### src/rtl/fa_serial_ctrl.sv
// Bit-serial adder controller: one full-adder slice sequenced LSB-first over WIDTH bits.
// Optional subtract mode (sub port, B inverted with carry-in forced to 1) under `define FA_SERIAL_SUB_EN.
module fa_serial_ctrl #(
    parameter int unsigned WIDTH = 8
) (
    input  logic             clk,
    input  logic             rst_n,
    input  logic             start,
    input  logic [WIDTH-1:0] a,
    input  logic [WIDTH-1:0] b,
    input  logic             cin,
`ifdef FA_SERIAL_SUB_EN
    input  logic             sub,
`endif
    output logic             ready,
    output logic             busy,
    output logic             done,
    output logic [WIDTH-1:0] sum,
    output logic             cout
);

    localparam int unsigned CNT_W = (WIDTH > 1) ? $clog2(WIDTH) : 1;

    typedef enum logic [1:0] {
        S_IDLE = 2'd0,
        S_RUN  = 2'd1,
        S_DONE = 2'd2
    } state_t;

    state_t             r_state;
    state_t             w_state_next;
    logic [WIDTH-1:0]   r_a_sr;
    logic [WIDTH-1:0]   r_b_sr;
    logic [WIDTH-1:0]   r_s_sr;
    logic [WIDTH-1:0]   w_s_shift;
    logic [WIDTH-1:0]   w_b_load;
    logic [CNT_W-1:0]   r_count;
    logic               r_carry;
    logic               w_s;
    logic               w_c_next;
    logic               w_c_load;
    logic               w_last;
    logic               w_accept;

    // Full-adder slice on the shift-register LSBs
    assign w_s       = r_a_sr[0] ^ r_b_sr[0] ^ r_carry;
    assign w_c_next  = (r_a_sr[0] & r_b_sr[0]) | (r_b_sr[0] & r_carry) | (r_carry & r_a_sr[0]);
    assign w_s_shift = {w_s, r_s_sr[WIDTH-1:1]};
    assign w_last    = (r_count == CNT_W'(WIDTH - 1));
    assign w_accept  = (r_state == S_IDLE) && start;

`ifdef FA_SERIAL_SUB_EN
    assign w_b_load = sub ? ~b : b;
    assign w_c_load = sub ? 1'b1 : cin;
`else
    assign w_b_load = b;
    assign w_c_load = cin;
`endif

    always_ff @(posedge clk or negedge rst_n) begin
        if (!rst_n) begin
            r_state <= S_IDLE;
        end else begin
            r_state <= w_state_next;
        end
    end

    always_comb begin
        w_state_next = r_state;
        case (r_state)
            S_IDLE:  if (start) w_state_next = S_RUN;
            S_RUN:   if (w_last) w_state_next = S_DONE;
            S_DONE:  w_state_next = S_IDLE;
            default: w_state_next = S_IDLE;
        endcase
    end

    // Status flags registered from the next state so they track r_state exactly
    always_ff @(posedge clk or negedge rst_n) begin
        if (!rst_n) begin
            ready <= 1'b1;
            busy  <= 1'b0;
            done  <= 1'b0;
        end else begin
            ready <= (w_state_next == S_IDLE);
            busy  <= (w_state_next == S_RUN);
            done  <= (w_state_next == S_DONE);
        end
    end

    always_ff @(posedge clk or negedge rst_n) begin
        if (!rst_n) begin
            r_a_sr  <= '0;
            r_b_sr  <= '0;
            r_s_sr  <= '0;
            r_carry <= 1'b0;
            r_count <= '0;
            sum     <= '0;
            cout    <= 1'b0;
        end else if (w_accept) begin
            r_a_sr  <= a;
            r_b_sr  <= w_b_load;
            r_s_sr  <= '0;
            r_carry <= w_c_load;
            r_count <= '0;
        end else if (r_state == S_RUN) begin
            r_a_sr  <= r_a_sr >> 1;
            r_b_sr  <= r_b_sr >> 1;
            r_s_sr  <= w_s_shift;
            r_carry <= w_c_next;
            r_count <= r_count + CNT_W'(1);
            if (w_last) begin
                sum  <= w_s_shift;
                cout <= w_c_next;
            end
        end
    end

endmodule

### config.mk
export PLATFORM = sky130hd
export DESIGN_NAME = fa_serial_ctrl
export DESIGN_NICKNAME = d
export VERILOG_FILES = /design/src/rtl/fa_serial_ctrl.sv
export SDC_FILE = /design/constraint.sdc
export NUM_CORES = 1
export LEC_CHECK = 0
export CAP_MARGIN = 10
export CORE_UTILIZATION = 30
export CTS_CLUSTER_SIZE = 12
export DETAILED_ROUTE_END_ITERATION = 10
export SLEW_MARGIN = 5
export SYNTH_ARGS = -nofsm -noshare
export SYNTH_HDL_FRONTEND = slang
export SYNTH_SLANG_ARGS = --single-unit
### constraint.sdc
create_clock -name clk -period 4.2 [get_ports clk]
set_input_delay 0.84 -clock clk [delete_from_list [all_inputs] [get_ports clk]]
set_output_delay 0.84 -clock clk [all_outputs]
set_load 0.1 [all_outputs]
==> run summary, run 1 <==
The flow ran to the end, and the final reports show no timing, DRC or antenna violations. The first global-routing pass estimated 5.74 mm of wire. The count of maximum capacitance violations is 0, and the later-pin clock latency in the skew report is 290 ps. Cell taking the most area after synthesis: sky130_fd_sc_hd__dfrtp_1.

With fillers left out, the area of the finished cells amounts to 0.00214 sq mm. Based on the critical path, the design can be clocked at up to 361 MHz. The count of cells resized by post-cts repair is 0. The logs give 0 for the setup-violating endpoint count in the final report and 0 for the number of buffers inserted for hold repair after clock tree synthesis.

The top-area cell type share of the netlist area was 0.584; the post-route antenna net violation count was 0. For the worst setup path, the data required time is 3360 ps. In this run the static leakage power is 0.972 nW. Counting flops with a built-in enable in the synthesized netlist gives 0. For the internal reg-to-reg setup slack, the log shows 2620 ps. 32 I/O pins were placed. Broken down by cell family, the worst path's largest delay share belongs to buffers and inverters. Origin of the worst min-delay path: sum[7]$_DFFE_PN0P_.

The number of DRC markers in iteration 0 is 93. After detailed routing, the total wire length is 3.25 mm. 0 antenna diodes ended up in the layout. The min-delay analysis places its worst path in the category reg2reg. The worst register-to-register path begins at r_state[0]$_DFF_PN0_.

Sorting the synthesized cells by how often they occur yields sky130_fd_sc_hd__dfrtp_1, sky130_fd_sc_hd__a21oi_1, sky130_fd_sc_hd__o22ai_1. The worst register-to-register path ends at r_count[1]$_DFFE_PN0P_. Yosys attributes the largest share of cell area to sky130_fd_sc_hd__dfrtp_1, sky130_fd_sc_hd__o22ai_1, sky130_fd_sc_hd__a22o_1, sky130_fd_sc_hd__a21oi_1, sky130_fd_sc_hd__mux2_4. For the pin with the worst max-slew slack, the measured transition is 961 ps.

The number of setup buffers added after CTS was 0; the maximum cell stage delay along the critical path was 1120 ps. The internal portion of the total power is 1.03 mW. At the end of routability-driven placement, the weighted congestion stood at 0.696.

The cell area after technology mapping is 0.00171 sq mm. For this run, the post-layout net count is 193. The kind of launch point of the worst setup path was a register. The worst setup path is captured at a primary output.

The part of the cycle the worst path needs works out to 0.659. The fraction of final layout cells with drive strength greater than 1 was 0.135; the largest net degree at the start of global routing was 42. The peak fanout along the critical path is 1. The die outline area was 0.00602 sq mm. The maximum root-to-sink buffer count is 2, and the footprint of the multi-input gates is 589 sq um. The placeable core region is 0.00551 sq mm. The endpoint of the worst hold path was sum[7]$_DFFE_PN0P_.

After synthesis, the netlist uses 25 different library cells. Combinational power share: 0.483. The library cell contributing the largest single delay on the critical path was sky130_fd_sc_hd__clkdlybuf4s50_1. The global-route usage over all layers is 0.123. The number of standard-cell rows in the floorplan was 27. In the synthesized netlist the dominant register cell turns out to be sky130_fd_sc_hd__dfrtp_1. Detailed placement ended at an HPWL of 2.15 mm. Area after detailed placement: 0.00204 sq mm. The vertical die dimension is 77.6 microns, and the worst hold slack is 487 ps.

Counting every net in the synthesized netlist gives 163. TritonCTS built the clock tree. For this run, the detailed router's first-pass iteration total came to 6. The max-slew violation count is 0, and the total power is 1.88 mW.

Share of power burned in the clock network: 0.148. The clock net sink count is 41. From synthesis to final layout, the design area changed by 25.0%. The combined buffer and inverter count along the critical path came out at 1. The depth of the CTS H-tree was 2. The logs give 140 for the number of standard cells after synthesis and 548 for the number of fillers in the final layout. Initial antenna violation count: 0. The mean cell area of the mapped netlist came out at 12.2 sq um. For the final routed database, the setup TNS stands at 0 ps. For the utilization of the core after routing, the log shows 0.389. The clock-pin slew reported for the worst setup and hold paths after clock tree synthesis was 70 ps; the clock skew after layout was 3.17 ps. The tools report the maximum VDD drop as 0.368 mV.

For the via count of the first global-routing pass, the log shows 1,172. After global routing the overflow that remains totals 0. CTS placed an instance of sky130_fd_sc_hd__clkbuf_8 at the clock tree root.

Summing all flip-flop and latch instances after layout gives 0.00103 sq mm. The switching power as a share of total power is 0.453, and the total net switching power is 0.849 mW. Yosys printed 0 warnings. The power density of the placed cells came out at 876 mW/mm^2. The run gives 0.357 as the tightest slew margin relative to the limit.

The run gives 0.599 as the sequential-to-total area share from yosys stat. From left edge to right edge, the die measures 77.6 microns. Input and output buffers added on the ports amount to 31. Post-detailed-route via-to-cell ratio: 4.64. The number of failing hold endpoints at the final stage was 0. Dividing the detail-routed wire length by the instance count gives 13.4 microns. Initial core utilization: 0.311. Number of cells on the worst hold path: 2. The category of the critical setup timing path was reg2out. Setup repair after global routing left no endpoint under its margin. In the routed design, unresolved DRC markers number 0. Measured in cells, the most critical reg-to-reg path has a length of 3. The share of flip-flops with an asynchronous set or reset after synthesis was 1.00; the fraction of power consumed by sequential logic was 0.369. The routed layout has 1,128 vias. Counting the buffers created by CTS gives 5.

The flip-flop and latch count after synthesis was 41. The tools report the critical path data arrival time as 1930 ps. After layout, the minimum clock period comes to 2770 ps. Yosys instantiated no cell more often than sky130_fd_sc_hd__dfrtp_1. The signal on the critical path passes through clkdlybuf4s50_1.
## area by class of cell
class	count	area share
sequential	41	0.479
multi-input combinational	83	0.275
inverter	8	0.0140
clock buffer	7	0.0450
tap	72	0.0420
clock inverter	1	0.00234
timing repair buffer	31	0.142
## metrics by stage
step                setup slack [ps]  std cells
detailed placement              1740        235
global route                    1390        243
CTS                             1420        243
global placement                1750        235
floorplan                       2460        140
finish                          1430        243
## flip-flops by register name, summed over array words and instances, names as in the netlist
register,flops
ready,1
sum,8
cout,1
r_state,2
r_b_sr,8
r_count,3
r_carry,1
done,1
r_a_sr,8
busy,1
r_s_sr,7
## worst max-delay path by stage
stage / from / slack [ps] / depth (start not counted) / endpoint
2_1_floorplan: sum[0]$_DFFE_PN0P_ / 2460 / 0 / sum[0]
3_3_place_gp: ready$_DFF_PN1_ / 1750 / 1 / ready
3_5_place_dp: ready$_DFF_PN1_ / 1740 / 1 / ready
4_1_cts: ready$_DFF_PN1_ / 1420 / 1 / ready
5_1_grt: ready$_DFF_PN1_ / 1390 / 1 / ready
6_report: ready$_DFF_PN1_ / 1430 / 1 / ready
## cell families after synthesis
group / after synthesis / share of synthesized area
simple gates: 24 / 0.0752
flops: 41 / 0.599
fa+ha+maj: 3 / 0.0263
compound gates: 49 / 0.188
buf+inv: 16 / 0.0569
mux: 7 / 0.0547
## per-layer routing
| layer | part of all wire | routed length, microns | GRT usage |
|---|---|---|---|
| met5 | 0 | 0 | 0 |
| met1 | 0.49 | 1600 | 0.168 |
| met3 | 0.036 | 116 | 0.0365 |
| met2 | 0.46 | 1500 | 0.181 |
| met4 | 0.012 | 39 | 0.0491 |
## layout by cell type (no fill, tap or decap), types with 2 or more instances in the layout
cell / count
sky130_fd_sc_hd__nand2b_1: 3
sky130_fd_sc_hd__dfrtp_1: 40
sky130_fd_sc_hd__nand2_1: 4
sky130_fd_sc_hd__nor2_1: 13
sky130_fd_sc_hd__a22o_1: 10
sky130_fd_sc_hd__mux2_2: 3
sky130_fd_sc_hd__ha_1: 2
sky130_fd_sc_hd__o22ai_1: 16
sky130_fd_sc_hd__inv_1: 7
sky130_fd_sc_hd__clkdlybuf4s50_1: 30
sky130_fd_sc_hd__o21ai_0: 4
sky130_fd_sc_hd__mux2_4: 4
sky130_fd_sc_hd__a21oi_1: 16
sky130_fd_sc_hd__clkbuf_8: 7
## power by group through the flow
stage	clock (mW)	combinational, mW	sequential [mW]
finish	0.277	0.907	0.692
global route	0.306	0.976	0.722
CTS	0.287	0.914	0.692
detailed placement	0	0.913	0.699
global placement	0	0.906	0.692
floorplan	0	0.390	1.03
Power figures use the tool's default switching activity.
==> run 2: changes to the inputs <==
==> constraint.sdc (replaced) <==
create_clock -name clk -period 2.9 [get_ports clk]
set_input_delay 0.58 -clock clk [delete_from_list [all_inputs] [get_ports clk]]
set_output_delay 0.58 -clock clk [all_outputs]
set_load 0.1 [all_outputs]
==> run summary, run 2 (synthesis gave the netlist of run 1 again) <==
Total net switching power: 1.24 mW (was 0.849 mW). The via count of the first global-routing pass is 1,195 (was 1,172), and the placeable core region is 0.00551 sq mm (unchanged). The run gives 5 (unchanged) as the number of buffers added by the clock tree synthesis step.

The clock-pin slew reported for the worst setup and hold paths after clock tree synthesis was 80 ps (was 70 ps); the average wire per cell in the routed design was 13.3 microns (was 13.4 microns). The launching element of the worst setup path was start (was ready$_DFF_PN1_). The logs give 2 (unchanged) for the depth of the CTS H-tree and 0.365 (was 0.369) for the fraction of power consumed by sequential logic. The maximum cell stage delay along the critical path is 630 ps (was 1120 ps), and the total routed wirelength is 3.23 mm (was 3.25 mm). The power density of the placed cells works out to 1290 mW/mm^2 (was 876 mW/mm^2). The tools report the number of setup buffers added after CTS as 0 (unchanged). Most frequent standard cell in the layout excluding fill and tap cells: sky130_fd_sc_hd__dfrtp_1 (unchanged).

The final reports fail on DRC. Global-route wire length before repair: 5.60 mm (was 5.74 mm). Setup repair after global routing left no endpoint under its margin.

CP cell instances: clkdlybuf4s50_1, o21ba_4, inv_2, a22o_1 (was clkdlybuf4s50_1). Die outline area: 0.00602 sq mm (unchanged). The tools report the clock net sink count as 41 (unchanged). For the utilization of the core after routing, the log shows 0.386 (was 0.389). The tools report the remaining routing DRC violations as 1 (was 0). The tools report the kind of launch point of the worst setup path as an input pin (was a register). The critical path data arrival time was 1890 ps (was 1930 ps). The number of DRC markers in iteration 0 was 59 (was 93). The logs give 3080 ps (was 3360 ps) for the critical path required time and 2.75 mW (was 1.88 mW) for the total power.

The maximum root-to-sink buffer count is 2 (unchanged), and the minimum period implied by the final worst setup slack is 1710 ps. Class of the worst hold path: in2async (was reg2reg). Estimated wirelength of the detail-placed design: 2.22 mm (was 2.15 mm). The initial core utilization was 0.311 (unchanged). The maximum VDD drop was 0.416 mV (was 0.368 mV).

The peak fanout along the critical path works out to 13 (was 1). The accumulated negative setup slack was 0 ps (unchanged); the count of nets after finishing was 193 (unchanged). Detailed-route via count: 1,145 (was 1,128). The area added between synthesis and finish was 24.1% (was 25.0%); the tightest slew margin relative to the limit was 0.406 (was 0.357). For the number of buffers inserted for hold repair after clock tree synthesis, the log shows 0 (unchanged).

The flow ran to the end, but the final reports show violations. The logs give 0 (unchanged) for the overflow left after global routing and 0 (unchanged) for the setup-violating endpoint count in the final report. The share of power burned in the clock network came out at 0.166 (was 0.148). The internal portion of total power was 1.51 mW (was 1.03 mW).

Antenna diode instance count: 0 (unchanged). The max-slew violation count was 0 (unchanged); the detailed-router iteration count before antenna repair was 7 (was 6). The logs give 0.120 (was 0.123) for the global-route usage over all layers and 42 (unchanged) for the largest net degree at the start of global routing. Final instance count without filler cells: 243 (unchanged). Static timing analysis puts the maximum clock frequency at 585 MHz. The clock skew after layout came out at 9.93 ps (was 3.17 ps).

The slew at the pin closest to its max-slew limit is 892 ps (was 961 ps). The startpoint of the lowest-slack register-to-register path is r_state[0]$_DFF_PN0_ (unchanged). Largest registers ranked by flip-flop count: r_a_sr x8, r_b_sr x8, sum x8 (unchanged). The part of the cycle the worst path needs is 0.589. The fraction of final layout cells with drive strength greater than 1 was 0.205 (was 0.135); the post-route antenna net violation count was 0 (unchanged). The tools report the count of cells resized by post-cts repair as 0 (unchanged). The static leakage was 0.987 nW (was 0.972 nW).

The boundary pin count was 32 (unchanged). For the initial antenna violation count, the log shows 0 (unchanged). The tools report the kind of end point of the critical path as a register (was a primary output). The width of the die was 77.6 microns (unchanged); the post-detailed-route via-to-cell ratio was 4.71 (was 4.64). The category of the critical setup timing path is in2reg (was reg2out). The switching power as a share of total power was 0.451 (was 0.453).

The combinational power share came out at 0.469 (was 0.483). The later-pin clock latency in the skew report is 290 ps (about the same). TritonCTS built the clock tree. The count of input and output buffers came out at 31 (unchanged). Number of failing hold endpoints at the final stage: 0 (unchanged). Number of standard-cell rows in the floorplan: 27 (unchanged). Library cell contributing the largest single delay on the critical path: sky130_fd_sc_hd__clkdlybuf4s50_1 (unchanged). The tools report the number of placed instances, taps included as 235 (unchanged). Clock tree root driver cell: sky130_fd_sc_hd__clkbuf_8 (unchanged). Leading cell types in the layout, fill and taps excluded: sky130_fd_sc_hd__dfrtp_1, sky130_fd_sc_hd__clkdlybuf4s50_1, sky130_fd_sc_hd__a21oi_1, sky130_fd_sc_hd__o22ai_1, sky130_fd_sc_hd__nor2_1 (unchanged). The vertical die dimension came out at 77.6 microns (unchanged). The tools report the placer's final routability congestion estimate as 0.720 (was 0.696).

For the count of maximum capacitance violations, the log shows 0 (unchanged).
[run 2: critical path, delay by kind of cell]
kind | cells | cell delay, ps
compound gates | 2 | 540
buf+inv | 2 | 770
[run 2: final cells by class]
cell class,instances,area (sq um)
inverter,8,30.0
fill,543,3380
sequential,41,1030
clock inverter,3,46.3
tap,72,90.1
timing repair buffer,31,275
multi-input combinational,83,589
clock buffer,5,68.8
[run 2: power groups by stage]
stage | clock (mW) | sequential, mW | combinational (mW)
3_3_place_gp | 0 | 1.01 | 1.29
5_1_grt | 0.502 | 1.04 | 1.40
4_1_cts | 0.470 | 1.00 | 1.30
2_1_floorplan | 0 | 1.48 | 0.566
3_5_place_dp | 0 | 1.01 | 1.30
6_report | 0.457 | 1.00 | 1.29
[run 2: layer usage]
metal / track usage / routed length (microns) / share of wire
met1: 0.157 / 1550 / 0.48
met2: 0.187 / 1530 / 0.47
met4: 0.0566 / 55 / 0.017
met3: 0.0271 / 95 / 0.029
met5: 0 / 0 / 0
[run 2: path summary, 6_finish.rpt]
kind	end	slack (ps)	cells past startpoint
min in group clk	sum[7]$_DFFE_PN0P_	490	2
worst min-delay path	done$_DFF_PN0_	400	1
worst min register to register	sum[7]$_DFFE_PN0P_	490	2
max in group asynchronous	r_a_sr[3]$_DFFE_PN0P_	1930	1
worst max-delay path	r_b_sr[7]$_DFFE_PN0P_	1190	4
worst max register to register	r_s_sr[6]$_DFFE_PN0P_	1330	3
[run 2: per-stage QoR]
stage | setup slack (ps) | hold slack [ps] | instance area (sq um)
5_1_grt | 1160 | 449 | 2130
6_report | 1190 | 398 | 2130
3_5_place_dp | 891 | 482 | 2010
2_1_floorplan | 1420 | 284 | 1710
4_1_cts | 1190 | 427 | 2130
3_3_place_gp | 923 | 464 | 2010
